===== config.mk =====
export PLATFORM = sky130hd
export DESIGN_NAME = and_barrier_collector
export DESIGN_NICKNAME = d
export VERILOG_FILES = /design/src/rtl/and_barrier_collector.sv
export SDC_FILE = /design/constraint.sdc
export NUM_CORES = 1
export LEC_CHECK = 0
export BUFFER_PORTS_ARGS = -buffer_cell sky130_fd_sc_hd__buf_2
export CORE_MARGIN = 2
export CORE_UTILIZATION = 55
export CTS_CLUSTER_DIAMETER = 30
export DETAILED_ROUTE_END_ITERATION = 7
export GPL_TIMING_DRIVEN = 0
export PLACE_DENSITY = 0.95
export REMOVE_ABC_BUFFERS = 1
export SLEW_MARGIN = 25
export SYNTH_ARGS = -nofsm -noshare
export SYNTH_HDL_FRONTEND = slang
export SYNTH_SLANG_ARGS = --single-unit

===== constraint.sdc =====
create_clock -name clk -period 3 [get_ports clk]
set_input_delay 0.6 -clock clk [delete_from_list [all_inputs] [get_ports clk]]
set_output_delay 0.6 -clock clk [all_outputs]
set_load 0.005 [all_outputs]

===== src/rtl/and_barrier_collector.sv =====
`default_nettype none
// ============================================================================
// Module   : and_barrier_collector
// Brief    : Collects per-lane arrival pulses into a sticky vector for the AND
//            reducer; reports completion or timeout through valid/ready.
// Revision : 1.0 - initial release
// ============================================================================
module and_barrier_collector #(
    parameter int WIDTH   = 8,
    parameter int TIMEOUT = 255,
    localparam int CNT_W  = $clog2(TIMEOUT + 1)
) (
    input  logic             clk,
    input  logic             reset_n,
    input  logic             start,
    input  logic [WIDTH-1:0] lane_en,
    input  logic [WIDTH-1:0] arrive,
    output logic [WIDTH-1:0] collected,
    output logic             busy,
    output logic             done_valid,
    input  logic             done_ready,
    output logic             timed_out,
    output logic [CNT_W-1:0] cycles
);

    localparam logic [CNT_W-1:0] c_timeout = CNT_W'(TIMEOUT);
    localparam logic [CNT_W-1:0] c_one     = CNT_W'(1);

    typedef enum logic [1:0] {
        ST_IDLE    = 2'd0,
        ST_COLLECT = 2'd1,
        ST_DONE    = 2'd2
    } state_t;

    state_t           r_state;
    state_t           w_state_next;
    logic [WIDTH-1:0] r_sticky;
    logic [WIDTH-1:0] r_mask;
    logic [CNT_W-1:0] r_count;
    logic             r_timed_out;

    logic [WIDTH-1:0] w_next_sticky;
    logic [CNT_W-1:0] w_count_inc;
    logic             w_all;
    logic             w_expire;

    assign w_next_sticky = r_sticky | (arrive & r_mask);
    assign w_all         = &(w_next_sticky | ~r_mask);
    assign w_count_inc   = r_count + c_one;
    assign w_expire      = (w_count_inc == c_timeout);

    always_ff @(posedge clk or negedge reset_n) begin
        if (!reset_n) begin
            r_state <= ST_IDLE;
        end else begin
            r_state <= w_state_next;
        end
    end

    always_comb begin
        w_state_next = r_state;
        case (r_state)
            ST_IDLE:    if (start) w_state_next = ST_COLLECT;
            ST_COLLECT: if (w_all || w_expire) w_state_next = ST_DONE;
            ST_DONE:    if (done_ready) w_state_next = ST_IDLE;
            default:    w_state_next = ST_IDLE;
        endcase
    end

    // Datapath registers; everything is frozen in DONE so the result holds
    // stable under backpressure.
    always_ff @(posedge clk or negedge reset_n) begin
        if (!reset_n) begin
            r_sticky    <= '0;
            r_mask      <= '0;
            r_count     <= '0;
            r_timed_out <= 1'b0;
        end else begin
            case (r_state)
                ST_IDLE: begin
                    if (start) begin
                        r_mask      <= lane_en;
                        r_sticky    <= arrive & lane_en;
                        r_count     <= '0;
                        r_timed_out <= 1'b0;
                    end
                end
                ST_COLLECT: begin
                    r_sticky <= w_next_sticky;
                    r_count  <= w_count_inc;
                    // Completion has priority over a simultaneous timeout.
                    if (!w_all && w_expire) begin
                        r_timed_out <= 1'b1;
                    end
                end
                default: begin
                end
            endcase
        end
    end

    assign collected  = (r_state == ST_IDLE) ? '0 : (r_sticky | ~r_mask);
    assign busy       = (r_state == ST_COLLECT);
    assign done_valid = (r_state == ST_DONE);
    assign timed_out  = r_timed_out;
    assign cycles     = r_count;

endmodule
`default_nettype wire


==> run_results.csv <==
group,metric,value,unit
run_status,outcome,"complete, no violations",
timing,timing_worst_slew_pin_value,0.7025,ns
power,totalPowerFinal,1.461,mW
clocking,tritoncts.num_buffers,3,
power,combPwrFrac,46.2,%
global_routing,grt_antenna_before_repair,0,
clocking,clock_tree.htree_level_count,1,
final_layout,area_growth,16.00,%
critical_path,worst_ep_arrival_time,1.76,ns
logic_synthesis,yosys_register_bits,27,
detailed_routing,vias,1246,
logic_synthesis,synthTopCellsByCount,"sky130_fd_sc_hd__nand2_1 (38), sky130_fd_sc_hd__dfrtp_1 (27), sky130_fd_sc_hd__a21oi_1 (11), sky130_fd_sc_hd__inv_1 (11)",
power,netSwitchingPower,0.6218,mW
die,floorplan.die.height,54.46,um
timing,finalWorstPathRequiredPeriod,2.355,ns
logic_synthesis,yosys_warnings,0,
die,die_width,54.46,um
global_routing,grt_met1_usage,28.29,%
detailed_routing,drt-initial-drc-count,10,
logic_synthesis,synth_top_area_share,48.26,%
final_layout,final_layout_size_suffix_gt1_share,24.35,%
timing,finalHoldViolations,0,
clocking,clk_root_buffer_cell,"sky130_fd_sc_hd__clkbuf_4",
min_path,hold_path_class,"in -> async",
global_routing,grt.met2_usage,36.95,%
die,fp-row-count,18,
timing,fin_tns_setup,0,ns
logic_synthesis,synth.avg_cell_area,8.975,um^2
timing,slew-limit-headroom,53.17,%
global_routing,grt_first_pass_wirelength,4629,um
detailed_routing,tritonroute_pass_1_iters,4,
logic_synthesis,dominantRegCellSynth,"sky130_fd_sc_hd__dfrtp_1",
placement,place_hpwl,2191,um
critical_path,worst-endpoint-required,2.40,ns
clocking,tritoncts,"built",
placement,pre_cts_slack,1.021,ns
die,initial_core_util,57.03,%
global_routing,grt.total_usage,22.11,%
global_routing,grt_max_degree,28,
detailed_routing,viasPerCell,5.587,
power,p_clk_share,10.9,%
detailed_routing,drt_drc_violations_left,0,
power,p_int,0.8389,mW
logic_synthesis,post_synth_inst_count,156,
timing,final_min_period_over_clock_period,78.51,%
critical_path,crit_type,"reg -> out",
die,design.die.area,2965,um^2
logic_synthesis,async_flop_share,100.0,%
timing,finClkSkew,0.01066,ns
critical_path,critPathCaptureType,"primary output",
clocking,cts_hold_buffers,0,
power,vdd_ir_drop_max,0.6375,mV
global_routing,globalRouteMet3Util,5.464,%
timing,finalWorstSetupSlack,0.6447,ns
final_layout,antenna_cells,0,
logic_synthesis,post-synth-top-area-cell,"sky130_fd_sc_hd__dfrtp_1",
logic_synthesis,synth_edf_count,0,
logic_synthesis,ys_types,30,
global_routing,vias_in_the_first_global_route,1032,
critical_path,critPathLaunchType,"flop",
final_layout,num-nets-final,216,
final_layout,fillCellCount,216,
clocking,postCtsResizedCells,0,
logic_synthesis,mappedNetlistArea,1400,um^2
placement,place_congestion,0.7944,
die,pin_count,39,
clocking,clk_pin_slew,0.15,ns
flow_run,cap_violations,0,
logic_synthesis,seq_area_frac_synth,48.26,%
clocking,ctsLongestPathBuffers,2,
clocking,cts_setup_buffers,0,
timing,achievable-frequency,424.6,MHz
power,power_switching_share,42.57,%
power,seqPwrFrac,42.9,%
detailed_routing,wl,2996,um
detailed_routing,postRouteAntennaNets,0,
clocking,clock_latency,0.33,ns
global_routing,grt.overflow.total,0,
timing,finalSetupViolCount,0,
placement,io_buffer_count,38,
power,power.density_cell_area,899.4,nW/um^2
timing,finalMaxSlewViolations,0,
critical_path,path_max_fanout,15,
logic_synthesis,synthTopCellsByArea,"sky130_fd_sc_hd__dfrtp_1 (48%), sky130_fd_sc_hd__nand2_1 (10%), sky130_fd_sc_hd__a22o_1 (5.0%), sky130_fd_sc_hd__nor3b_1 (4.3%), sky130_fd_sc_hd__a21oi_1 (3.9%)",
timing,grt_setup_unrepaired,"false",
detailed_routing,routed_wire_length_per_instance,13.43,um
global_routing,globalRoute.busiestLayer,"met2",
clocking,numClockSinks,27,
die,core_region_area,2455,um^2
power,p_leak,0.8184,nW
logic_synthesis,yosys.cell_count.top_type,"sky130_fd_sc_hd__nand2_1",
==> routing by layer <==
layer	vias up	part of all wire [%]
met2	32	49
met3	5	5.7
li1	616	-
met1	593	44
met5	-	0
met4	0	1.3
==> final cells by class <==
type	count	area, um^2	share of cell area (%)
sequential	27	675.6	41.60
multi-input combinational	113	653.1	40.22
timing repair buffer	38	190.2	11.71
inverter	11	41.29	2.542
tap	30	37.54	2.311
clock buffer	4	26.28	1.618
==> stage by stage <==
| step | instance area (um^2) | hold slack [ns] | cells | utilization, % |
|---|---|---|---|---|
| finish | 1624 | 0.2428 | 223 | 66.16 |
| global route | 1624 | 0.2838 | 223 | 66.16 |
| CTS | 1624 | 0.2640 | 223 | 66.16 |
| detailed placement | 1598 | 0.4936 | 219 | 65.09 |
| global placement | 1598 | 0.4801 | 219 | 65.09 |
| floorplan | 1370 | 0.3044 | 151 | - |
==> logic make-up after synthesis <==
logic type | Yosys count | share of synthesized area [%]
AO/OA/AOI/OAI | 43 | 19.48
XOR/XNOR | 2 | 1.251
adder cells (fa/ha/maj) | 2 | 1.787
buffers and inverters | 16 | 5.093
flip-flops | 27 | 48.26
AND/OR/NAND/NOR | 66 | 24.13
==> power by group through the flow <==
stage	logic (mW)	registers, mW	clock network, mW
3_3_place_gp	0.657	0.624	0
5_1_grt	0.774	0.647	0.176
6_report	0.675	0.627	0.159
4_1_cts	0.682	0.624	0.162
2_1_floorplan	0.459	0.606	0
3_5_place_dp	0.679	0.631	0
==> critical path: stages, from the launching register on <==
cell                       delay (ns)
sky130_fd_sc_hd__dfrtp_1         0.44
sky130_fd_sc_hd__nand2b_2        0.33
sky130_fd_sc_hd__inv_1           0.44
sky130_fd_sc_hd__buf_2           0.21
==> registers in the layout, indices dropped and copies added, names as in the netlist <==
| register | count |
|---|---|
| r_state | 2 |
| r_sticky | 8 |
| r_mask | 8 |
| timed_out | 1 |
| cycles | 8 |
==> final timing paths <==
| check | start | end | slack (ns) | cells past startpoint |
|---|---|---|---|---|
| min in group clk | lane_en[0] | r_mask[0] | 0.46 | 3 |
| worst max-delay path | r_state[1] | busy | 0.64 | 3 |
| worst min-delay path | reset_n | r_mask[7] | 0.24 | 1 |
| worst min register to register | cycles[6] | cycles[6] | 0.52 | 1 |
| worst max register to register | r_state[0] | cycles[4] | 0.99 | 5 |
| max in group asynchronous | reset_n | r_mask[6] | 2.37 | 1 |
==> layout by cell type, fill, tap and decap left out, types with 2 or more instances in the layout <==
master	Yosys	routed
sky130_fd_sc_hd__nand2_1	38	38
sky130_fd_sc_hd__buf_2	3	38
sky130_fd_sc_hd__dfrtp_1	27	27
sky130_fd_sc_hd__inv_1	11	11
sky130_fd_sc_hd__a21oi_1	11	11
sky130_fd_sc_hd__o21ai_1	9	9
sky130_fd_sc_hd__o21ai_0	9	9
sky130_fd_sc_hd__a22o_1	8	8
sky130_fd_sc_hd__nor3b_1	8	8
sky130_fd_sc_hd__nor2_1	7	7
sky130_fd_sc_hd__nand3_1	3	3
sky130_fd_sc_hd__clkbuf_4	0	3
sky130_fd_sc_hd__o41ai_1	2	2
sky130_fd_sc_hd__ha_1	2	2
No activity file was read; power rests on OpenSTA's default activity.
